<file path="config.mk">
export PLATFORM = sky130hd
export DESIGN_NAME = fetch_stage
export DESIGN_NICKNAME = d
export VERILOG_FILES = /design/src/rtl/fetch_stage_pkg.sv /design/src/rtl/fetch_stage_if_id_reg.sv /design/src/rtl/fetch_stage.sv
export SDC_FILE = /design/constraint.sdc
export NUM_CORES = 1
export LEC_CHECK = 0
export CAP_MARGIN = 30
export CORE_MARGIN = 10
export CORE_UTILIZATION = 30
export DETAILED_ROUTE_END_ITERATION = 12
export GPL_TIMING_DRIVEN = 0
export MAX_ROUTING_LAYER = met4
export PLACE_DENSITY = 0.52
export SLEW_MARGIN = 20
export SYNTH_ARGS = -nofsm -noshare
export SYNTH_HDL_FRONTEND = slang
export SYNTH_HIERARCHICAL = 1
export SYNTH_SLANG_ARGS = --single-unit
</file>
<file path="constraint.sdc">
create_clock -name clk -period 4 [get_ports clk]
set_clock_uncertainty 0.2 [all_clocks]
set_input_delay 0.8 -clock clk [delete_from_list [all_inputs] [get_ports clk]]
set_output_delay 0.8 -clock clk [all_outputs]
set_load 0.005 [all_outputs]
</file>
<file path="src/rtl/fetch_stage_pkg.sv">
// Shared constants and fetch FSM state encoding for the instruction-fetch stage.
package fetch_stage_pkg;

  localparam logic [31:0] NOP_INST = 32'h0000_0013;
  localparam int unsigned PC_INC   = 4;

  typedef logic [1:0] fetch_state_t;

  localparam fetch_state_t ST_FETCH = 2'd0;
  localparam fetch_state_t ST_HOLD  = 2'd1;
  localparam fetch_state_t ST_DROP  = 2'd2;

endpackage

</file>
<file path="src/rtl/fetch_stage_if_id_reg.sv">
// Generic pipeline register holding pc/inst/valid with load, hold and flush-to-bubble.
module if_id_reg
  import fetch_stage_pkg::*;
#(
  parameter int N = 32
) (
  input  logic         clk,
  input  logic         rst,
  input  logic         load,
  input  logic         flush,
  input  logic [N-1:0] pc_d,
  input  logic [N-1:0] inst_d,
  output logic [N-1:0] pc,
  output logic [N-1:0] inst,
  output logic         valid
);

  // flush wins over load; pc is left as-is on a bubble since nothing consumes it
  always_ff @(posedge clk or posedge rst) begin
    if (rst) begin
      pc    <= '0;
      inst  <= N'(NOP_INST);
      valid <= 1'b0;
    end else if (flush) begin
      inst  <= N'(NOP_INST);
      valid <= 1'b0;
    end else if (load) begin
      pc    <= pc_d;
      inst  <= inst_d;
      valid <= 1'b1;
    end
  end

endmodule

</file>
<file path="src/rtl/fetch_stage.sv">
// Instruction-fetch stage: PC, single-outstanding imem requests, stall/redirect handling.
//
// state    | meaning
// ST_FETCH | request outstanding at pc
// ST_HOLD  | response captured in hold buffer while decode is stalled, no request
// ST_DROP  | stale request (buf_pc) still in flight after a redirect; its data is discarded
module fetch_stage
  import fetch_stage_pkg::*;
#(
  parameter int          N        = 32,
  parameter logic [N-1:0] RESET_PC = '0
) (
  input  logic         clk,
  input  logic         rst,
  input  logic         stall,
  input  logic         branch_taken,
  input  logic [N-1:0] branch_target,
  output logic         imem_req,
  output logic [N-1:0] imem_addr,
  input  logic         imem_ready,
  input  logic [N-1:0] imem_rdata,
  output logic [N-1:0] if_id_pc,
  output logic [N-1:0] if_id_inst,
  output logic         if_id_valid
);

  fetch_state_t state, state_d;
  logic [N-1:0] pc, pc_d, pc_inc, redirect_pc;
  logic [N-1:0] buf_pc, buf_pc_d, buf_inst, buf_inst_d;
  logic         ld, fl;
  logic [N-1:0] ld_pc, ld_inst;
  logic         unused_tgt_bits;

  assign unused_tgt_bits = ^branch_target[1:0];
  assign pc_inc          = pc + N'(PC_INC);
  assign redirect_pc     = {branch_target[N-1:2], 2'b00};

  assign imem_req  = !rst && (state != ST_HOLD);
  assign imem_addr = (state == ST_DROP) ? buf_pc : pc;

  always_comb begin
    state_d    = state;
    pc_d       = pc;
    buf_pc_d   = buf_pc;
    buf_inst_d = buf_inst;
    ld         = 1'b0;
    fl         = 1'b0;
    ld_pc      = pc;
    ld_inst    = imem_rdata;
    if (branch_taken) begin
      fl   = 1'b1;
      pc_d = redirect_pc;
      // a request still in flight must be drained before fetching the target
      if (state == ST_FETCH && !imem_ready) begin
        state_d  = ST_DROP;
        buf_pc_d = pc;
      end else if (state == ST_DROP && !imem_ready) begin
        state_d = ST_DROP;
      end else begin
        state_d = ST_FETCH;
      end
    end else begin
      case (state)
        ST_FETCH: begin
          if (imem_ready) begin
            if (stall) begin
              buf_pc_d   = pc;
              buf_inst_d = imem_rdata;
              state_d    = ST_HOLD;
            end else begin
              ld   = 1'b1;
              pc_d = pc_inc;
            end
          end else if (!stall) begin
            fl = 1'b1;
          end
        end
        ST_HOLD: begin
          if (!stall) begin
            ld      = 1'b1;
            ld_pc   = buf_pc;
            ld_inst = buf_inst;
            pc_d    = pc_inc;
            state_d = ST_FETCH;
          end
        end
        ST_DROP: begin
          if (!stall) fl = 1'b1;
          if (imem_ready) state_d = ST_FETCH;
        end
        default: state_d = ST_FETCH;
      endcase
    end
  end

  always_ff @(posedge clk or posedge rst) begin
    if (rst) begin
      state    <= ST_FETCH;
      pc       <= RESET_PC;
      buf_pc   <= '0;
      buf_inst <= '0;
    end else begin
      state    <= state_d;
      pc       <= pc_d;
      buf_pc   <= buf_pc_d;
      buf_inst <= buf_inst_d;
    end
  end

  if_id_reg #(.N(N)) u_if_id (
    .clk   (clk),
    .rst   (rst),
    .load  (ld),
    .flush (fl),
    .pc_d  (ld_pc),
    .inst_d(ld_inst),
    .pc    (if_id_pc),
    .inst  (if_id_inst),
    .valid (if_id_valid)
  );

endmodule
</file>
-- Word level (Yosys, flattened, before mapping)
Index checks and enable logic that the tools add are counted.
- div/mod/pow operators: 0
- reduce and logical (&&, ||, !) cells: 15
- magnitude comparators: 0
- muxes and demuxes: 34
- bitwise operators: 2
- multipliers: 0
- add/sub/neg operators: 1
- equality and inequality tests: 8
- shifts and indexed selects: 0
- operators with widths (kind ; number):
    $mux 32 ; 16
    $pmux 32 s2 ; 1
    $add 32x3->32 const B ; 1
    $mux 2 ; 7
    $ne 3x3->1 const B ; 4
    $mux 1 ; 7
    $pmux 2 s3 ; 1
    $reduce_and 3->1 ; 2
    $reduce_bool 2->1 ; 3
    $ne 2x1->1 const B ; 2
    $pmux 1 s2 ; 2
    $reduce_and 2->1 ; 2
    $reduce_and 4->1 ; 1
    $logic_and 1x1->1 ; 3
    $reduce_bool 3->1 ; 1
    $eq 2x1->1 const B ; 1
    $eq 2x2->1 const B ; 1
    $logic_not 1->1 ; 2
    $logic_not 2->1 ; 1
    $not 1->1 ; 2
- register bits after elaboration: 163
- bits in read-only memories: 0
- output and inout bits: 98
- bits of input ports: 69
- memories kept: 0
- bits in writable memories: 0
- bits in latches: 0
- logic and storage cells: 67

-- Longest topological paths before layout
Gate-level depths: netlist (run 1).
- depth after elaboration: 6
- gate-level depth with buffers: 10

-- Modules after synthesis
Netlist (run 1), hierarchy kept.
- by module, submodules not included (module ; area each (µm²) ; sequential area each (µm²) ; times used ; cells each):
    fetch_stage ; 5541.6 ; 2402.3 ; 1 ; 509
    if_id_reg ; 2660.1 ; 1630.3 ; 1 ; 177

-- Least setup slack after synthesis (run 1)
OpenSTA, ideal clock, no wires.
- path type: input -> register
- from: input branch_taken
- to: register u_if_id.pc[0]
- setup slack: 1104 ps
- data arrival time: 2571 ps
- stages: 10
- required time: 3675 ps
- cells stage by stage: clkbuf_1 -> inv_1 -> clkbuf_1 -> clkbuf_1 -> o31ai_1 -> buf_2 -> nor2b_4 -> buf_6 -> buf_6 -> mux2_4
- word-level cells in the longest chain between the ends: 3
- elaborated cells on any way between the ends: 5
- classes of those cells: mux (3); bitwise (1); reduce/logical (1)
- ends and longest elaborated chain (element ; RTL line ; source):
    start, declared ; fetch_stage.sv:16 ; input logic branch_taken,
    $mux 1 ; fetch_stage.sv:50 ; if (branch_taken) begin
    named net fl ; fetch_stage.sv:30 ; logic ld, fl;
    $not 1->1 (no source line) ; -- ;
    $reduce_and 2->1 (no source line) ; -- ;
    end signal, assigned ; fetch_stage_if_id_reg.sv:28 ; pc <= pc_d;
    end, declared ; fetch_stage_if_id_reg.sv:13 ; output logic [N-1:0] pc,
The timed path passes the listed nets, and every way through them passes these cells.
A chain may end at the register's enable or synchronous reset.

-- Worst setup path after layout (run 1)
- from: register state[1]
- to: output imem_addr[30]
- word-level cells in the longest chain between the ends: 2
- ends and longest elaborated chain (element ; RTL line ; source):
    start, declared ; fetch_stage.sv:27 ; fetch_state_t state, state_d;
    start signal, assigned ; fetch_stage.sv:103 ; state <= state_d;
    $eq 2x2->1 ; fetch_stage.sv:39 ; assign imem_addr = (state == ST_DROP) ? buf_pc : pc;
    $mux 32 ; fetch_stage.sv:39 ;
    end, declared ; fetch_stage.sv:19 ; output logic [N-1:0] imem_addr,
No other way between the ends.

==> results.yml, run 1 <==
routing:
  drc: 0
  routedWlPerCell_um: 20.28
  drt_wl_total_mm: 24.80
  route.vias.total: 5953
  drt-vias-per-instance: 4.868
  ant_nets: 0
  drt_iter0_drc: 321
  first_pass_iters: 4
logic_synthesis:
  synth_cell_types: 52
  synth_warnings: 6
  synth_area_per_cell_um2: 11.96
  syn_area_um2: 8202
  synth-edff-count: 0
  syn_nets: 756
  syn_inst: 686
  synth_ff_type: "dfrtp_1"
  yosysSeqAreaShare_pct: 49.17
  async_flop_share_pct: 100.0
  ys_ff_latch: 161
sta:
  slew_headroom_pct: 35.05
  fin_crit_ns: 3.825
  rsz0062_at_grt: "no"
  setup_viol: 0
  fin_crit_sh_pct: 95.61
  tightest_slew_ns: 0.9653
  slew_violations: 0
  hold_violations: 0
  clock.fmax_ghz: 0.2615
min_path:
  hold_class: "reg -> reg"
global_routing:
  grt_usage_pct: 15.08
  grt_overflow: 0
  antenna_found_initial: 1
  grt_max_degree: 65
  grt_pass1_wl_mm: 38.18
  grt_pass1_vias: 6236
place:
  gp_congestion: 0.8289
  port_buffers: 162
  dp_hpwl_mm: 18.18
  post_dp_cell_area_um2: 10320
job:
  drv_cap: 0
layout:
  multi_input_area_um2: 3875
  syn2layout_area_growth_pct: 32.83
  final_common_cell: "clkdlybuf4s50_1"
  drive_gt1_share_pct: 28.26
  mostFrequentLayoutCells: "clkdlybuf4s50_1 (162), dfrtp_1 (157), mux2_2 (144)"
  nets: 938
  regArea_um2: 4034
  fillers: 2592
  fin_area_um2: 10890
critical_path:
  start_kind: "register"
  path_class: "reg -> out"
  end_kind: "output port"
  worstPathRequired_ns: 3.00
  cp_max_fo: 14
  crit_arrival_ns: 2.82
power_and_ir_drop:
  powerDensity_nw_per_um2: 447.2
  ir_worst_vdd_mv: 0.1895
  fin_total_pwr_mw: 4.872
  p_leak_nw: 4.323
die:
  row_count: 60
  pin_count: 167
  fp.dieW_um: 185.3
  die_area_um2: 34350
  die_h_um: 185.3
  fp.coreArea_um2: 26950
  start_util_pct: 30.43
cts:
  htreeDepth: 4
  worst_skew_pair.late_latency_ns: 0.43
  holdBufCountCts: 0
  clockBufferDepth: 2
  cts_root_buffer: "clkbuf_16"
  cts_buffers: 17
  cts.sinks: 161
  path_clk_slew_ns: 0.07
  cts_tree: "yes"
run_status:
  status: "finished, final reports clean"
critical path, cell delays in order, from the launching register on:
cell and delay, ns:
dfrtp_2 0.53, inv_1 0.14, nor2_1 0.14, buf_2 0.30
buf_2 0.40, mux2_2 0.41, clkdlybuf4s50_1 0.46
state kept, by name (all words and copies together) (netlist names):
name,flops
buf_inst,32
state,2
u_if_id/pc,32
u_if_id/valid,1
u_if_id/inst,32
pc,30
buf_pc,32
worst paths after layout:
path	startpoint	endpoint	slack [ns]	cells after the start
min reg2reg	u_if_id/valid	u_if_id/valid	0.30	2
max in group asynchronous	rst	u_if_id/inst[1]	2.26	3
max reg2reg	state[1]	u_if_id/inst[30]	1.25	5
max	state[1]	imem_addr[30]	0.18	6
min	u_if_id/valid	u_if_id/valid	0.30	2
min in group asynchronous	rst	buf_pc[13]	0.63	2
cells by family (layout without fill, tap and decap cells):
kind of cell | after synthesis | after routing | share of synthesized area, %
muxes | 205 | 205 | 29.05
and+or+nand+nor | 182 | 182 | 11.43
DFF | 161 | 161 | 49.17
AOI/OAI and AO/OA | 68 | 68 | 5.721
buffers and inverters | 62 | 257 | 3.738
xor gates and xnor gates | 7 | 7 | 0.7475
adders and majority gates | 1 | 1 | 0.1525
other | 0 | 1 | 0
cells in the mapped netlist (10+ instances only):
master | instances | area [µm²]
mux2i_1 | 31 | 310.3
inv_1 | 10 | 37.54
o31ai_1 | 12 | 90.09
nand4_1 | 12 | 75.07
buf_2 | 12 | 60.06
clkbuf_1 | 25 | 93.84
a31oi_1 | 13 | 81.33
nand3_1 | 16 | 80.08
mux2_2 | 144 | 1622
or4_1 | 13 | 97.59
nor2_1 | 57 | 214.0
dfrtp_1 | 158 | 3954
nand2_1 | 36 | 135.1
o21ai_0 | 22 | 110.1
mux2_4 | 30 | 450.4
cell type report:
type,count,area share (%)
Sequential cell,161,37.03
Clock buffer,18,4.031
Multi-Input combinational cell,463,35.57
Antenna cell,1,0.02297
Timing Repair Buffer,164,15.32
Tap cell,341,3.916
Buffer,51,2.458
Clock inverter,14,1.240
Inverter,10,0.4135
routing by layer:
layer  part of all wire [%]  up-vias  GRT usage, %
li1                       -     2867             -
met1                     47     2951         19.97
met2                     48      120         23.18
met3                    4.5       15         2.567
met4                    1.2        0         4.356
met5                      0        -             -
where the power goes:
part | switching, mW | leakage [nW] | internal, mW
Combinational | 0.414 | 2.07 | 0.719
Sequential | 0.187 | 1.97 | 1.92
Clock | 0.780 | 0.284 | 0.847
Total | 1.38 | 4.32 | 3.49
stage by stage:
stage,hold WS [ns],instances,TNS [ns],utilization [%],setup slack (ns)
floorplan,0.2592,686,0,-,0.4946
global placement,0.2801,1189,-177.70,38.03,-1.598
detailed placement,0.2918,1191,-0.2323,38.28,-0.06762
CTS,0.3050,1222,0,40.43,0.04082
global route,0.3214,1223,0,40.42,0.08409
finish,0.2990,1223,0,40.42,0.1755
timing repair:
item | CTS | global route
gates resized for setup | 3 | 4
gates cloned | 0 | 0
setup endpoints to repair | 19 | 7
setup buffers | 0 | 0
No activity file was read; power rests on OpenSTA's default activity.
==> run 2, diff against run 1 <==
--- a/config.mk
+++ b/config.mk
@@ -6,7 +6,6 @@
 export NUM_CORES = 1
 export LEC_CHECK = 0
 export CAP_MARGIN = 30
-export CORE_MARGIN = 10
 export CORE_UTILIZATION = 30
 export DETAILED_ROUTE_END_ITERATION = 12
 export GPL_TIMING_DRIVEN = 0
==> results.yml, run 2 (same netlist as run 1, synthesis figures left out) <==
critical_path:
  path_class: "reg -> out"
  cp_max_fo: 14
  worstPathRequired_ns: 3.00
  cp.buffers_inverters: 4
  end_kind: "output port"
  crit_arrival_ns: 2.80
  startpoint: "state[1]"
  cp_slowest_cell: "clkdlybuf4s50_1"
  crit_chain: "inv_1 -> nor2_1 -> buf_2 -> clkbuf_1 -> nand2_1 -> o21ai_0 -> clkdlybuf4s50_1"
  critPathTopFamily: "buffers and inverters"
  start_kind: "register"
  rr_startpoint: "state[1]"
  cpPeakStageDelay_ns: 0.58
cts:
  clockBufferDepth: 2
  holdBufCountCts: 0
  htreeDepth: 4
  cts_buffers: 17
  cts_root_buffer: "clkbuf_16"
  cts.sinks: 161
  cts_tree: "yes"
  worst_skew_pair.late_latency_ns: 0.43
  path_clk_slew_ns: 0.07
global_routing:
  grt_pass1_wl_mm: 36.92
  grt_max_degree: 57
  grt_overflow: 0
  grt_pass1_vias: 6130
  grt_usage_pct: 17.91
  antenna_found_initial: 1
power_and_ir_drop:
  powerDensity_nw_per_um2: 451.0
  p_leak_nw: 4.319
  fin_total_pwr_mw: 4.922
  ir_worst_vdd_mv: 0.2270
sta:
  fin_crit_ns: 3.803
  hold_violations: 0
  slew_headroom_pct: 43.33
  fin_crit_sh_pct: 95.07
  rsz0062_at_grt: "no"
  setup_tns_ns: 0
  slew_violations: 0
  fin_ws_ns: 0.1974
  setup_viol: 0
  tightest_slew_ns: 0.8501
  clock.fmax_ghz: 0.2630
  whs_ns: 0.3032
place:
  pre_cts_ws_ns: 0.01244
  post_dp_cell_area_um2: 10320
  gp_congestion: 0.8554
  port_buffers: 162
  dp_hpwl_mm: 16.71
die:
  die_h_um: 167.3
  fp.dieW_um: 167.3
  start_util_pct: 30.52
  pin_count: 167
  fp.coreArea_um2: 26880
  row_count: 60
  die_area_um2: 28000
layout:
  fin_area_um2: 10910
  mostFrequentLayoutCells: "clkdlybuf4s50_1 (162), dfrtp_1 (157), mux2_2 (144)"
  syn2layout_area_growth_pct: 33.06
  drive_gt1_share_pct: 28.15
  nets: 938
  final_common_cell: "clkdlybuf4s50_1"
  fillers: 2635
routing:
  drt-vias-per-instance: 4.886
  drt_iter0_drc: 243
  route.vias.total: 5976
  drc: 0
  first_pass_iters: 5
  ant_nets: 0
  routedWlPerCell_um: 19.22
  drt_wl_total_mm: 23.51
run_status:
  status: "finished, final reports clean"
min_path:
  hold_class: "reg -> reg"
  hold_path.startpoint: "buf_inst[29]"
job:
  drv_cap: 0
run 2: changes by cell type in the layout (fill, tap and decap cells not counted):
cell,change
inv_6,-3
clkbuf_8,-1
clkbuf_1,+1
clkinv_4,+1
inv_8,+1
bufinv_16,+1
clkinv_2,-1
clkinvlp_4,+2
clkbuf_2,-1
run 2: final cells by class:
class | count | area (µm²) | share of cell area (%)
tap | 341 | 426.7 | 3.910
multi-input combinational | 463 | 3875 | 35.51
timing repair buffer | 164 | 1669 | 15.29
antenna | 1 | 2.502 | 0.02293
sequential | 161 | 4034 | 36.96
clock inverter | 15 | 168.9 | 1.548
clock buffer | 17 | 425.4 | 3.898
inverter | 10 | 45.04 | 0.4127
buffer | 51 | 266.5 | 2.442
run 2: metal layers:
layer | up-vias | part of all wire [%] | global-route usage, %
met5 | - | 0 | -
met4 | 0 | 1.3 | 4.467
met3 | 20 | 3.9 | 3.640
met2 | 132 | 46 | 27.03
met1 | 2948 | 49 | 24.48
li1 | 2876 | - | -
run 2: power by group:
group          total (mW)  internal, mW  switching (mW)
Clock                1.68         0.893           0.791
Combinational        1.13         0.718           0.410
Sequential           2.11          1.92           0.184
Total                4.92          3.54            1.39
run 2: per-stage QoR:
step / cells / utilization [%]
after floorplan: 686 / -
after global placement: 1189 / 38.14
after detailed placement: 1191 / 38.39
after CTS: 1222 / 40.59
after global routing: 1223 / 40.61
final: 1223 / 40.61
run 2: final timing paths:
kind | end | slack (ns) | depth (start not counted)
worst max-delay path | imem_addr[29] | 0.20 | 7
worst min-delay path | buf_inst[29] | 0.30 | 1
worst max register to register | u_if_id/inst[28] | 1.33 | 5
worst min register to register | buf_inst[29] | 0.30 | 1
max in group asynchronous | u_if_id/inst[0] | 2.23 | 3
min in group asynchronous | buf_pc[12] | 0.70 | 2
run 2: what timing repair did:
| action | CTS | global route |
|---|---|---|
| endpoints found under the setup margin | 15 | 11 |
| setup buffers | 0 | 0 |
| gates resized for setup | 1 | 1 |
| pin swaps | 0 | 0 |
